`src/rtl/riscv_pkg.sv`:
```
// riscv_pkg
// Shared encodings for the RV32I pipeline: result-select codes used by the
// writeback mux and the load funct3 codes used by the load extender.
// No ports (package).
package riscv_pkg;

    // Result select encodings; 2'b11 is reserved and behaves like RES_ALU
    localparam logic [1:0] RES_ALU  = 2'b00;
    localparam logic [1:0] RES_LOAD = 2'b01;
    localparam logic [1:0] RES_PC4  = 2'b10;

    // Load width/sign codes (funct3 of the load opcode)
    localparam logic [2:0] F3_LB  = 3'b000;
    localparam logic [2:0] F3_LH  = 3'b001;
    localparam logic [2:0] F3_LW  = 3'b010;
    localparam logic [2:0] F3_LBU = 3'b100;
    localparam logic [2:0] F3_LHU = 3'b101;

    // Register x0 is hardwired to zero, so a write to it must never be issued
    function automatic logic is_x0(input logic [4:0] rd);
        return (rd == 5'd0);
    endfunction

endpackage

```
`src/rtl/writeback_stage_if.sv`:
```
// writeback_stage_if
// Memory-to-writeback bundle plus the register-file write port it produces.
//   M-stage side : ValidM, RegWriteM, ResultSrcM, Funct3M, RdM,
//                  ALUResultM, ReadDataM, PCPlus4M
//   W-stage side : ResultW, RdW, RegWriteW, ValidW
// Modports:
//   master - memory stage / pipeline driver (drives M, observes W)
//   slave  - writeback stage (consumes M, drives W)
interface writeback_stage_if #(
    parameter int XLEN = 32
);
    logic            ValidM;
    logic            RegWriteM;
    logic [1:0]      ResultSrcM;
    logic [2:0]      Funct3M;
    logic [4:0]      RdM;
    logic [XLEN-1:0] ALUResultM;
    logic [XLEN-1:0] ReadDataM;
    logic [XLEN-1:0] PCPlus4M;

    logic [XLEN-1:0] ResultW;
    logic [4:0]      RdW;
    logic            RegWriteW;
    logic            ValidW;

    modport master (
        output ValidM, RegWriteM, ResultSrcM, Funct3M, RdM,
               ALUResultM, ReadDataM, PCPlus4M,
        input  ResultW, RdW, RegWriteW, ValidW
    );

    modport slave (
        input  ValidM, RegWriteM, ResultSrcM, Funct3M, RdM,
               ALUResultM, ReadDataM, PCPlus4M,
        output ResultW, RdW, RegWriteW, ValidW
    );

endinterface

```
`src/rtl/writeback_stage_load_extend.sv`:
```
// load_extend
// Picks the addressed byte/halfword out of an aligned data-memory word and
// sign- or zero-extends it according to the load funct3.
// Ports:
//   funct3 in  3   load width/sign code
//   off    in  2   byte offset within the word (address bits [1:0])
//   word   in  32  raw aligned memory word
//   ext    out 32  extended load value
module load_extend
    import riscv_pkg::*;
(
    input  logic [2:0]  funct3,
    input  logic [1:0]  off,
    input  logic [31:0] word,
    output logic [31:0] ext
);

    logic [7:0]  byte_sel;
    logic [15:0] half_sel;

    // Lane selection: halfwords only care about off[1]; a misaligned lh
    // quietly uses the containing halfword since misalignment is not checked.
    always_comb begin
        byte_sel = 8'h00;
        case (off)
            2'd0:    byte_sel = word[7:0];
            2'd1:    byte_sel = word[15:8];
            2'd2:    byte_sel = word[23:16];
            default: byte_sel = word[31:24];
        endcase
        half_sel = off[1] ? word[31:16] : word[15:0];
    end

    // Extension; lw and every unlisted code pass the word through untouched
    always_comb begin
        ext = word;
        case (funct3)
            F3_LB:   ext = {{24{byte_sel[7]}}, byte_sel};
            F3_LBU:  ext = {24'h000000, byte_sel};
            F3_LH:   ext = {{16{half_sel[15]}}, half_sel};
            F3_LHU:  ext = {16'h0000, half_sel};
            default: ext = word;
        endcase
    end

endmodule

```
`src/rtl/writeback_stage.sv`:
```
// writeback_stage
// M/W pipeline register plus architectural result selection for the 5-stage
// RV32I core. Drives the register-file write port and the W forwarding value.
// Ports:
//   clk       in   core clock, rising edge
//   reset_n   in   synchronous reset, ACTIVE HIGH despite the name
//   StallW    in   hold the W register
//   FlushW    in   load a bubble (wins over StallW)
//   wb        slave modport of writeback_stage_if (M bundle in, W port out)
//   InstRetW  out  64-bit retired-instruction count (WB_RETIRE_CNT_EN only)
// Configuration macro: WB_RETIRE_CNT_EN adds the retire counter and InstRetW.
module writeback_stage
    import riscv_pkg::*;
#(
    parameter int XLEN = 32
)(
    input  logic                 clk,
    input  logic                 reset_n,
    input  logic                 StallW,
    input  logic                 FlushW,
    writeback_stage_if.slave     wb
`ifdef WB_RETIRE_CNT_EN
    ,
    output logic [63:0]          InstRetW
`endif
);

    logic            valid_w;
    logic            reg_write_w_q;
    logic [1:0]      result_src_w;
    logic [2:0]      funct3_w;
    logic [4:0]      rd_w;
    logic [XLEN-1:0] alu_result_w;
    logic [XLEN-1:0] read_data_w;
    logic [XLEN-1:0] pc_plus4_w;
    logic [31:0]     load_ext_w;
    logic [XLEN-1:0] result_w;

    // W register. Reset and flush both produce an all-zero bubble, which also
    // makes ResultW read as zero (ALU select of a zero ALU result).
    always_ff @(posedge clk) begin
        if (reset_n || FlushW) begin
            valid_w       <= 1'b0;
            reg_write_w_q <= 1'b0;
            result_src_w  <= RES_ALU;
            funct3_w      <= 3'b000;
            rd_w          <= 5'd0;
            alu_result_w  <= '0;
            read_data_w   <= '0;
            pc_plus4_w    <= '0;
        end else if (!StallW) begin
            valid_w       <= wb.ValidM;
            reg_write_w_q <= wb.RegWriteM;
            result_src_w  <= wb.ResultSrcM;
            funct3_w      <= wb.Funct3M;
            rd_w          <= wb.RdM;
            alu_result_w  <= wb.ALUResultM;
            read_data_w   <= wb.ReadDataM;
            pc_plus4_w    <= wb.PCPlus4M;
        end
    end

    load_extend u_load_extend (
        .funct3 (funct3_w),
        .off    (alu_result_w[1:0]),
        .word   (read_data_w),
        .ext    (load_ext_w)
    );

    // Result mux; the reserved select code falls back to the ALU result
    always_comb begin
        result_w = alu_result_w;
        case (result_src_w)
            RES_LOAD: result_w = load_ext_w;
            RES_PC4:  result_w = pc_plus4_w;
            default:  result_w = alu_result_w;
        endcase
    end

    assign wb.ResultW   = result_w;
    assign wb.RdW       = rd_w;
    assign wb.ValidW    = valid_w;
    assign wb.RegWriteW = reg_write_w_q & valid_w & ~is_x0(rd_w);

`ifdef WB_RETIRE_CNT_EN
    logic [63:0] inst_ret_q;

    // Retire counter: the instruction in W retires whenever it leaves W
    // without being held, so a flush behind it does not cancel the count.
    always_ff @(posedge clk) begin
        if (reset_n) begin
            inst_ret_q <= 64'd0;
        end else if (valid_w && !StallW) begin
            inst_ret_q <= inst_ret_q + 64'd1;
        end
    end

    assign InstRetW = inst_ret_q;
`endif

endmodule

```
`src/flat_wrapper.sv`:
```
// flat-port wrapper written by rule: the top's interface ports become plain ports
module writeback_stage_flat import riscv_pkg::*;
#(
    parameter int XLEN = 32
)
  (clk, reset_n, StallW, FlushW, wb_ValidM, wb_RegWriteM, wb_ResultSrcM, wb_Funct3M, wb_RdM, wb_ALUResultM, wb_ReadDataM, wb_PCPlus4M, wb_ResultW, wb_RdW, wb_RegWriteW, wb_ValidW);
  writeback_stage_if #(.XLEN(XLEN)) wb_i ();
  input  logic clk;
  input  logic reset_n;
  input  logic StallW;
  input  logic FlushW;
  input wire logic [$bits(wb_i.ValidM)-1:0] wb_ValidM;
  input wire logic [$bits(wb_i.RegWriteM)-1:0] wb_RegWriteM;
  input wire logic [$bits(wb_i.ResultSrcM)-1:0] wb_ResultSrcM;
  input wire logic [$bits(wb_i.Funct3M)-1:0] wb_Funct3M;
  input wire logic [$bits(wb_i.RdM)-1:0] wb_RdM;
  input wire logic [$bits(wb_i.ALUResultM)-1:0] wb_ALUResultM;
  input wire logic [$bits(wb_i.ReadDataM)-1:0] wb_ReadDataM;
  input wire logic [$bits(wb_i.PCPlus4M)-1:0] wb_PCPlus4M;
  output wire logic [$bits(wb_i.ResultW)-1:0] wb_ResultW;
  output wire logic [$bits(wb_i.RdW)-1:0] wb_RdW;
  output wire logic [$bits(wb_i.RegWriteW)-1:0] wb_RegWriteW;
  output wire logic [$bits(wb_i.ValidW)-1:0] wb_ValidW;
  assign wb_i.ValidM = wb_ValidM;
  assign wb_i.RegWriteM = wb_RegWriteM;
  assign wb_i.ResultSrcM = wb_ResultSrcM;
  assign wb_i.Funct3M = wb_Funct3M;
  assign wb_i.RdM = wb_RdM;
  assign wb_i.ALUResultM = wb_ALUResultM;
  assign wb_i.ReadDataM = wb_ReadDataM;
  assign wb_i.PCPlus4M = wb_PCPlus4M;
  assign wb_ResultW = wb_i.ResultW;
  assign wb_RdW = wb_i.RdW;
  assign wb_RegWriteW = wb_i.RegWriteW;
  assign wb_ValidW = wb_i.ValidW;
  writeback_stage #(.XLEN(XLEN)) u_core (.clk(clk), .reset_n(reset_n), .StallW(StallW), .FlushW(FlushW), .wb(wb_i));
endmodule
```
`config.mk`:
```
export PLATFORM = sky130hd
export DESIGN_NAME = writeback_stage_flat
export DESIGN_NICKNAME = d
export VERILOG_FILES = /design/src/rtl/riscv_pkg.sv /design/src/rtl/writeback_stage_if.sv /design/src/rtl/writeback_stage_load_extend.sv /design/src/rtl/writeback_stage.sv /design/src/flat_wrapper.sv
export SDC_FILE = /design/constraint.sdc
export NUM_CORES = 1
export LEC_CHECK = 0
export BUFFER_PORTS_ARGS = -buffer_cell sky130_fd_sc_hd__buf_2
export CAP_MARGIN = 20
export CELL_PAD_IN_SITES_DETAIL_PLACEMENT = 1
export CELL_PAD_IN_SITES_GLOBAL_PLACEMENT = 1
export CORE_UTILIZATION = 42
export DETAILED_ROUTE_END_ITERATION = 6
export PLACE_DENSITY_LB_ADDON = 0.05
export SLEW_MARGIN = 30
export SYNTH_ARGS = -nofsm -noshare
export SYNTH_HDL_FRONTEND = slang
export SYNTH_HIERARCHICAL = 1
export SYNTH_SLANG_ARGS = --single-unit
export TNS_END_PERCENT = 30
```
`constraint.sdc`:
```
create_clock -name clk -period 3.9 [get_ports clk]
set_input_delay 0.195 -clock clk [delete_from_list [all_inputs] [get_ports clk]]
set_output_delay 0.195 -clock clk [all_outputs]
set_load 0.05 [all_outputs]
```
==> flow_metrics.tcl, run 1 <==
set metrics [dict create \
    min_to "u_core/read_data_w[18]" \
    wl_per_cell_um 18.6 \
    tns_ps 0 \
    clkTransAtPathRegs_ps 70 \
    postCtsSetupRepairBufs 0 \
    crit_chain "clkinv_1 > buf_4 > o31a_1 > o22ai_1 > a22oi_1 > o21ai_0 > buf_2" \
    maxCapViolations 0 \
    min_from "wb_ReadDataM[18]" \
    peakVddDrop_uv 217 \
    cpMaxStageDelayCell "dfxtp_1" \
    cts_hold_buffers 0 \
    pwr-share-clk_pct 39.3 \
    met3WireLength_um 884 \
    grt_use_total_pct 25.1 \
    place.port_buffers 150 \
    grt_pass1_vias 4666 \
    finalSetupViolations 0 \
    switching_share_pct 26.2 \
    p_leak_uw 0.00293 \
    skew_ps 0 \
    nets 826 \
    grt_pass1_wl_um 25200 \
    die_x_um 115 \
    synth_cell_types 32 \
    rsz0062_at_grt "no" \
    die_y_um 115 \
    ff2ff_path_depth 2 \
    start_util_pct 43.0 \
    vias 4827 \
    drt_iter0_markers 265 \
    cts_resized 0 \
    hold_class "input pin to flip-flop" \
    met2_length_um 7740 \
    fp-row-count 41 \
    htree_levels 3 \
    combPwrFrac_pct 14.2 \
    gp_congestion 0.834 \
    maxSlewHeadroom_pct 35.8 \
    antenna_found_initial 0 \
    ys.warnings.count 6 \
    synth_edf_count 0 \
    reg2reg_slack_ps 2820 \
    top_layer "met4" \
    worstSetupPathType "flip-flop to primary output" \
    cellPowerDensity_nw_per_um2 391 \
    critPathMaxStageDelay_ps 670 \
    max_freq_mhz 317 \
    synth_ff_type "dfxtp_1" \
    area_growth_pct 19.3 \
    clk_path_buf_depth 2 \
    ys_ff_latch 108 \
    r2r-end "u_core/alu_result_w[1]" \
    dp_hpwl_um 11600 \
    ys_seq_area_share_pct 40.0 \
    worstSkewPairLatency_ps 350 \
    synth_area_sq_um 5410 \
    power_frac_seq_pct 46.6 \
    internal_power_uw 1860 \
    fill_cells 1526 \
    worstPathRequired_ps 3700 \
    cts_sinks 108 \
    min_period_ps 3150 \
    numCtsBuffers 9 \
    avgSynthCellArea_sq_um 9.06 \
    antenna_left 0 \
    crit_fanout 17 \
    die_area_sq_um 13300 \
    tightestPinTransition_ps 963 \
    routed_wl_um 16600 \
    worstPathArrival_ps 2960 \
    wl_met1_um 7570 \
    drc 0 \
    synthCells 597 \
    layout-drive-gt1-share_pct 25.5 \
    layout_commonest_cell "buf_2" \
    cts_tree "done" \
    r2r-start "u_core/alu_result_w[1]" \
    avgViaCountPerCell 5.42 \
    slew_viol_final 0 \
    cp-start-kind "flip-flop" \
    syn_nets 711 \
    final_cell_mix "buf_2, nor2_1, mux2i_1" \
    outcome "finished, final reports clean" \
    cts_root_buf "clkbuf_16" \
    ioPinCount 151 \
    holdPathStages 3 \
    end_kind "primary output" \
    grt_max_degree 86 \
    p_switching_uw 661 \
    overflow 0 \
    hold_viol 0 \
    ys_async_sr_fraction_pct 0 \
    hold_ws_ps 66.0 \
    coreArea_sq_um 12600 \
    first_pass_iters 5 \
    period_share_pct 80.8 \
]
metrics by stage:
step	std cells	worst slack, ps	cell area, sq um	total power, uW	util (%)
after floorplan	597	1350	5410	1440	-
after global placement	872	1140	6100	1540	48.5
after detailed placement	872	1070	6100	1560	48.5
after CTS	888	640	6410	2550	51.0
after global routing	889	539	6450	2620	51.3
final	890	747	6450	2520	51.3
flip-flops by register name, summed over array words and instances (netlist names):
signal and flops:
u_core/wb.ValidW 1, u_core/read_data_w 32, u_core/funct3_w 3, u_core/result_src_w 2, u_core/wb.RdW 5, u_core/alu_result_w 32
u_core/pc_plus4_w 32, u_core/reg_write_w_q 1
per-layer routing:
metal  GRT usage [%]  vias to the layer above
li1                -                     2328
met1            34.7                     2311
met2            39.3                      159
met3            3.92                       29
met4            9.52                        0
met5               0                        -
synth_stat cells, drive strengths merged (2+ instances only):
master / n / area share, %
ha: 2 / 0.46
nor2b: 10 / 1.2
a22oi: 33 / 4.8
a311oi: 7 / 1.1
clkbuf: 17 / 1.2
o22ai: 16 / 1.9
mux2i: 110 / 20
o21ai: 33 / 3.1
nand2: 39 / 2.7
o221ai: 7 / 1.6
mux2: 2 / 0.56
a221oi: 2 / 0.32
mux4: 7 / 3.4
a21oi: 15 / 1.4
nor2: 135 / 9.4
inv: 11 / 0.76
or2: 2 / 0.23
dfxtp: 108 / 40
buf: 35 / 4.8
cell type report:
| type | count | area (sq um) | area share (%) |
|---|---|---|---|
| clock buffer | 11 | 243 | 3.76 |
| sequential | 108 | 2160 | 33.5 |
| timing repair buffer | 156 | 815 | 12.6 |
| clock inverter | 5 | 75.1 | 1.16 |
| multi-input combinational | 425 | 2890 | 44.8 |
| antenna | 1 | 2.50 | 0.0388 |
| tap | 172 | 215 | 3.34 |
| inverter | 12 | 45.0 | 0.698 |
logic make-up after synthesis:
kind of cell | share of synthesized area, %
buffers and inverters | 6.83
muxes | 24.3
adders and majority gates | 0.463
AOI/OAI and AO/OA | 14.7
and+or+nand+nor | 13.7
DFF | 40.0
power groups by stage:
stage | sequential, uW | clock [uW] | combinational, uW
after floorplan | 1190 | 0 | 251
after global placement | 1200 | 0 | 345
after detailed placement | 1200 | 0 | 354
after CTS | 1180 | 1020 | 357
after global routing | 1180 | 1050 | 389
final | 1180 | 991 | 357
worst max-delay path by stage:
stage | startpoint | endpoint | slack, ps
after floorplan | u_core/funct3_w[1] | wb_ResultW[29] | 1350
after global placement | u_core/alu_result_w[1] | wb_ResultW[15] | 1140
after detailed placement | u_core/alu_result_w[1] | wb_ResultW[15] | 1070
after CTS | u_core/alu_result_w[1] | wb_ResultW[9] | 640
after global routing | u_core/funct3_w[1] | wb_ResultW[28] | 540
final | u_core/funct3_w[1] | wb_ResultW[28] | 750
worst max-delay path, delay by kind of cell, from the launching register on:
kind                   cells  cell delay (ps)
buffers and inverters      3             1040
AO/OA/AOI/OAI              4              890
flip-flops                 1              670
Note: power is estimated with default switching activity, not from simulation.
==> inputs of run 2 (changes only) <==
- ABC_AREA: not set -> 1
- CORE_UTILIZATION: 42 -> 36
- clock period: 3.9 -> 3.31 ns (I/O delays scaled with it)
==> flow_metrics.tcl, run 2 <==
set metrics [dict create \
    pwr-share-clk_pct 39.4 \
    power_frac_seq_pct 47.8 \
    cts_sinks 108 \
    r2r-end "u_core/funct3_w[1]" \
    die_x_um 126 \
    min_to "u_core/read_data_w[4]" \
    period_share_pct 86.6 \
    top_layer "met4" \
    tns_ps 0 \
    place.port_buffers 150 \
    post-synth-top-count-cell "nand2_1" \
    routed_wl_um 18400 \
    final_cell_mix "nand2_1, buf_2, dfxtp_1" \
    tightestPinTransition_ps 833 \
    gp_congestion 0.851 \
    pre_cts_slack_ps 828 \
    synth_compound_area_share_pct 13.1 \
    outcome "finished, final reports clean" \
    grt_use_total_pct 24.0 \
    synth_area_leaders "dfxtp_1, nand2_1, a21oi_1, nand3_1, a21oi_2" \
    ys_ff_latch 108 \
    start_util_pct 37.5 \
    vias 5847 \
    switching_share_pct 27.4 \
    cts_root_buf "clkbuf_16" \
    htree_levels 3 \
    rsz0062_at_grt "no" \
    synth_ff_type "dfxtp_1" \
    synth_area_sq_um 5530 \
    coreArea_sq_um 14800 \
    combPwrFrac_pct 12.8 \
    layout_commonest_cell "nand2_1" \
    fp-row-count 44 \
    synth_top_area_share_pct 39.1 \
    reg2reg_slack_ps 1970 \
    crit_chain "nand2_2 > or2_1 > nand3_4 > nand3_1 > nand2_1 > nand2_1 > nand2_1 > nand2_1 > buf_2" \
    cp-start-kind "flip-flop" \
    worstSetupPathType "flip-flop to primary output" \
    syn_nets 993 \
    worstPathArrival_ps 2700 \
    hold_viol 0 \
    finalNonFillerCells 1181 \
    antenna_found_initial 0 \
    synth_common_cells "nand2_1, dfxtp_1, a21oi_1" \
    muxShareOfSynthArea_pct 0 \
    grt_pass1_wl_um 30000 \
    ys.warnings.count 6 \
    worstSkewPairLatency_ps 350 \
    hold_class "input pin to flip-flop" \
    holdPathStages 3 \
    ff2ff_path_depth 3 \
    synth_simple_gate_area_share_pct 40.4 \
    synthCells 879 \
    maxSlewHeadroom_pct 44.4 \
    met2_length_um 8990 \
    worst_slack_ps 445 \
    ys_seq_area_share_pct 39.1 \
    antenna_left 0 \
    synthAdderAreaFrac_pct 0.453 \
    cpMaxStageDelayCell "dfxtp_1" \
    dp_hpwl_um 13400 \
    path_common_cell "nand2_1" \
    ioPinCount 151 \
    overflow 0 \
    die_area_sq_um 15900 \
    clk_path_buf_depth 2 \
    postCtsSetupRepairBufs 0 \
    peakVddDrop_uv 279 \
    drc 0 \
    cts_hold_buffers 0 \
    drt_iter0_markers 285 \
    synth_top_family_by_area "simple AND/OR/NAND/NOR gates" \
    synth-xor-area-share_pct 0 \
    synth_top_area_cell "dfxtp_1" \
    met3WireLength_um 601 \
    min_from "wb_ReadDataM[4]" \
    crit_fanout 24 \
    wl_per_cell_um 15.6 \
    avgSynthCellArea_sq_um 6.29 \
    numCtsBuffers 9 \
    first_pass_iters 6 \
    min_period_ps 2860 \
    dp_cells 1165 \
    die_y_um 126 \
    wl_met1_um 8560 \
    p_leak_uw 0.00320 \
    top_regs "u_core/alu_result_w: 32 flops, u_core/pc_plus4_w: 32 flops, u_core/read_data_w: 32 flops" \
    area_growth_pct 19.2 \
    critPathMaxStageDelay_ps 870 \
    internal_power_uw 2100 \
    end_kind "primary output" \
    finalSetupViolations 0 \
    cts_resized 0 \
    worstPathRequired_ps 3140 \
    slew_viol_final 0 \
    cellPowerDensity_nw_per_um2 438 \
    r2r-start "u_core/funct3_w[1]" \
    synth_edf_count 0 \
    diodes 0 \
    fill_cells 2053 \
    power_uw 2890 \
    nets 1106 \
    maxCapViolations 0 \
    layout-drive-gt1-share_pct 20.9 \
    avgViaCountPerCell 4.95 \
    design_area_sq_um 6590 \
    post_dp_cell_area_sq_um 6280 \
    skew_ps 0 \
    p_switching_uw 790 \
    synth_cell_types 21 \
    clkTransAtPathRegs_ps 70 \
    cts_tree "done" \
    max_freq_mhz 349 \
    grt_pass1_vias 5790 \
    grt_max_degree 58 \
    ys_async_sr_fraction_pct 0 \
]
[run 2: cell types whose count changed after synthesis, sizes merged, moves of 33 or more]
cell   previous run  this run
a21oi            15       108
nor2            135        33
nand2            39       487
nand3             0        45
mux2i           110         0
a22oi            33         0
[run 2: kinds of logic after synthesis]
| family | count (synthesis) |
|---|---|
| AND/OR/NAND/NOR | 567 |
| buffers and inverters | 74 |
| flip-flops | 108 |
| adder cells (fa/ha/maj) | 2 |
| AO/OA/AOI/OAI | 128 |
[run 2: critical path, delay by kind of cell, from the launching register on]
family / cells / cell delay [ps]
AND/OR/NAND/NOR: 8 / 1260
flip-flops: 1 / 870
buffers and inverters: 1 / 210
[run 2: worst max path at each step]
stage	start	end	slack [ps]	cells past startpoint
after floorplan	u_core/alu_result_w[0]	wb_ResultW[18]	1530	11
after global placement	u_core/alu_result_w[1]	wb_ResultW[12]	900	9
after detailed placement	u_core/alu_result_w[1]	wb_ResultW[12]	830	9
after CTS	u_core/alu_result_w[1]	wb_ResultW[12]	420	9
after global routing	u_core/alu_result_w[1]	wb_ResultW[16]	190	9
final	u_core/alu_result_w[1]	wb_ResultW[12]	450	9
[run 2: area by class of cell]
type,instances,area [sq um],share of cell area (%)
sequential,108,2160,32.8
multi-input combinational,697,2980,45.2
clock inverter,4,55.1,0.835
inverter,15,57.6,0.873
tap,184,230,3.49
clock buffer,12,256,3.89
timing repair buffer,161,848,12.9
[run 2: per-layer routing]
metal  up-vias  GRT usage [%]
met5         -              0
met4         0           5.88
met3        19           3.53
met2       121           41.8
met1      2724           31.1
li1       2983              -
[run 2: stage by stage]
step | hold slack [ps] | util (%)
CTS | 40.0 | 44.7
finish | 51.2 | 44.7
detailed placement | 421 | 42.6
floorplan | 306 | -
global route | 49.8 | 44.7
global placement | 418 | 42.6
[run 2: power by group through the flow]
stage | Clock [uW] | Sequential (uW) | Combinational, uW
2_1_floorplan | 0 | 1400 | 245
3_3_place_gp | 0 | 1410 | 371
3_5_place_dp | 0 | 1410 | 375
4_1_cts | 1170 | 1380 | 376
5_1_grt | 1220 | 1380 | 412
6_report | 1140 | 1380 | 370
==> inputs of run 3 (changes only) <==
- CORE_UTILIZATION: 36 -> 39
- RECOVER_POWER: not set -> 25
- clock period: 3.31 -> 3.43 ns (I/O delays scaled with it)
==> flow_metrics.tcl, run 3 (synthesis gave the netlist of run 2 again) <==
set metrics [dict create \
    clkTransAtPathRegs_ps 80 \
    vias 5883 \
    antenna_found_initial 0 \
    diodes 0 \
    nets 1106 \
    place.port_buffers 150 \
    switching_share_pct 28.7 \
    die_area_sq_um 14700 \
    die_x_um 121 \
    worstSkewPairLatency_ps 350 \
    slew_viol_final 0 \
    layout-drive-gt1-share_pct 20.2 \
    hold_viol 0 \
    postCtsSetupRepairBufs 0 \
    power_frac_seq_pct 49.6 \
    top_regs "u_core/alu_result_w: 32 flops, u_core/pc_plus4_w: 32 flops, u_core/read_data_w: 32 flops" \
    dp_hpwl_um 12900 \
    gp_congestion 0.813 \
    overflow 0 \
    start_util_pct 39.8 \
    path_common_cell "nand2_1" \
    first_pass_iters 6 \
    drc 0 \
    pwr-share-clk_pct 37.2 \
    area_growth_pct 18.1 \
    finalSetupViolations 0 \
    htree_levels 3 \
    period_share_pct 80.0 \
    worstPathArrival_ps 2570 \
    layout_commonest_cell "nand2_1" \
    cp-start-kind "flip-flop" \
    numCtsBuffers 9 \
    critPathMaxStageDelay_ps 510 \
    hold_class "input pin to flip-flop" \
    final_cell_mix "nand2_1, buf_2, dfxtp_1" \
    skew_ps 0 \
    cts_resized 0 \
    grt_max_degree 102 \
    ioPinCount 151 \
    max_freq_mhz 364 \
    routed_wl_um 18100 \
    worstSetupPathType "flip-flop to primary output" \
    maxSlewHeadroom_pct 4.21 \
    internal_power_uw 1910 \
    cts_sinks 108 \
    rsz0062_at_grt "no" \
    avgViaCountPerCell 5.00 \
    outcome "finished, final reports clean" \
    coreArea_sq_um 13900 \
    crit_chain "inv_2 > buf_4 > nor2_1 > nor2_1 > nand3_2 > nand3_1 > nand2_1 > nand2_1 > nand2_1 > nand2_1 > buf_2" \
    grt_pass1_vias 5734 \
    combPwrFrac_pct 13.2 \
    cts_hold_buffers 0 \
    tns_ps 0 \
    crit_fanout 18 \
    p_leak_uw 0.00315 \
    maxCapViolations 0 \
    end_kind "primary output" \
    min_period_ps 2740 \
    cts_tree "done" \
    peakVddDrop_uv 239 \
    drt_iter0_markers 360 \
    cts_root_buf "clkbuf_16" \
    grt_pass1_wl_um 29100 \
    wl_per_cell_um 15.4 \
    clk_path_buf_depth 2 \
    worstPathRequired_ps 3260 \
    p_switching_uw 770 \
    tightestPinTransition_ps 1440 \
    cellPowerDensity_nw_per_um2 411 \
    hold_ws_ps 59.2 \
    fp-row-count 43 \
    grt_use_total_pct 25.6 \
    cpMaxStageDelayCell "dfxtp_1" \
    antenna_left 0 \
    die_y_um 121 \
]
[run 3: cell types whose count changed in the layout (fill, tap and decap cells not counted), sizes merged]
cell / before / now
clkinv: 1 / 3
bufinv: 1 / 0
clkbuf: 12 / 17
inv: 16 / 17
buf: 161 / 154
[run 3: cell type report]
cell class,count,area (sq um)
clock inverters,6,47.5
inverters,15,57.6
repair buffers,161,828
flip-flops and latches,108,2160
fillers,1983,7350
multi-input cells,697,2980
well taps,180,225
clock buffers,10,229
[run 3: worst max-delay path, delay by kind of cell, from the launching register on]
| kind | cells | cell delay, ps |
|---|---|---|
| AND/OR/NAND/NOR | 8 | 1090 |
| buffers and inverters | 3 | 610 |
| flip-flops | 1 | 510 |
[run 3: worst paths after layout]
path                                 from  slack, ps  cells after the start                      end
setup / recovery   u_core/alu_result_w[1]        690                     11           wb_ResultW[17]
hold / removal           wb_ALUResultM[3]         60                      3   u_core/alu_result_w[3]
setup reg to reg       u_core/funct3_w[1]       2070                      3       u_core/funct3_w[1]
hold reg to reg   u_core/alu_result_w[30]        470                      2  u_core/alu_result_w[30]
[run 3: layer usage]
metal,global-route usage (%),part of all wire [%],wire length [um]
met1,33.1,45,8150
met2,44.3,49,8900
met3,3.34,4.3,783
met4,7.48,1.4,262
met5,0,0,0
[run 3: through the flow]
step	power [uW]	utilization, %	instances	setup WS (ps)	area, sq um
4_1_cts	2710	47.1	1177	683	6540
2_1_floorplan	1590	-	879	1640	5530
3_5_place_dp	1720	45.1	1161	1080	6260
5_1_grt	2810	47.1	1177	417	6530
6_report	2680	47.1	1177	686	6530
3_3_place_gp	1710	45.1	1161	1110	6260
[run 3: power groups by stage]
stage | combinational [uW] | clock [uW] | sequential, uW
2_1_floorplan | 236 | 0 | 1350
3_3_place_gp | 355 | 0 | 1360
3_5_place_dp | 358 | 0 | 1360
4_1_cts | 359 | 1020 | 1330
5_1_grt | 395 | 1080 | 1330
6_report | 354 | 999 | 1330
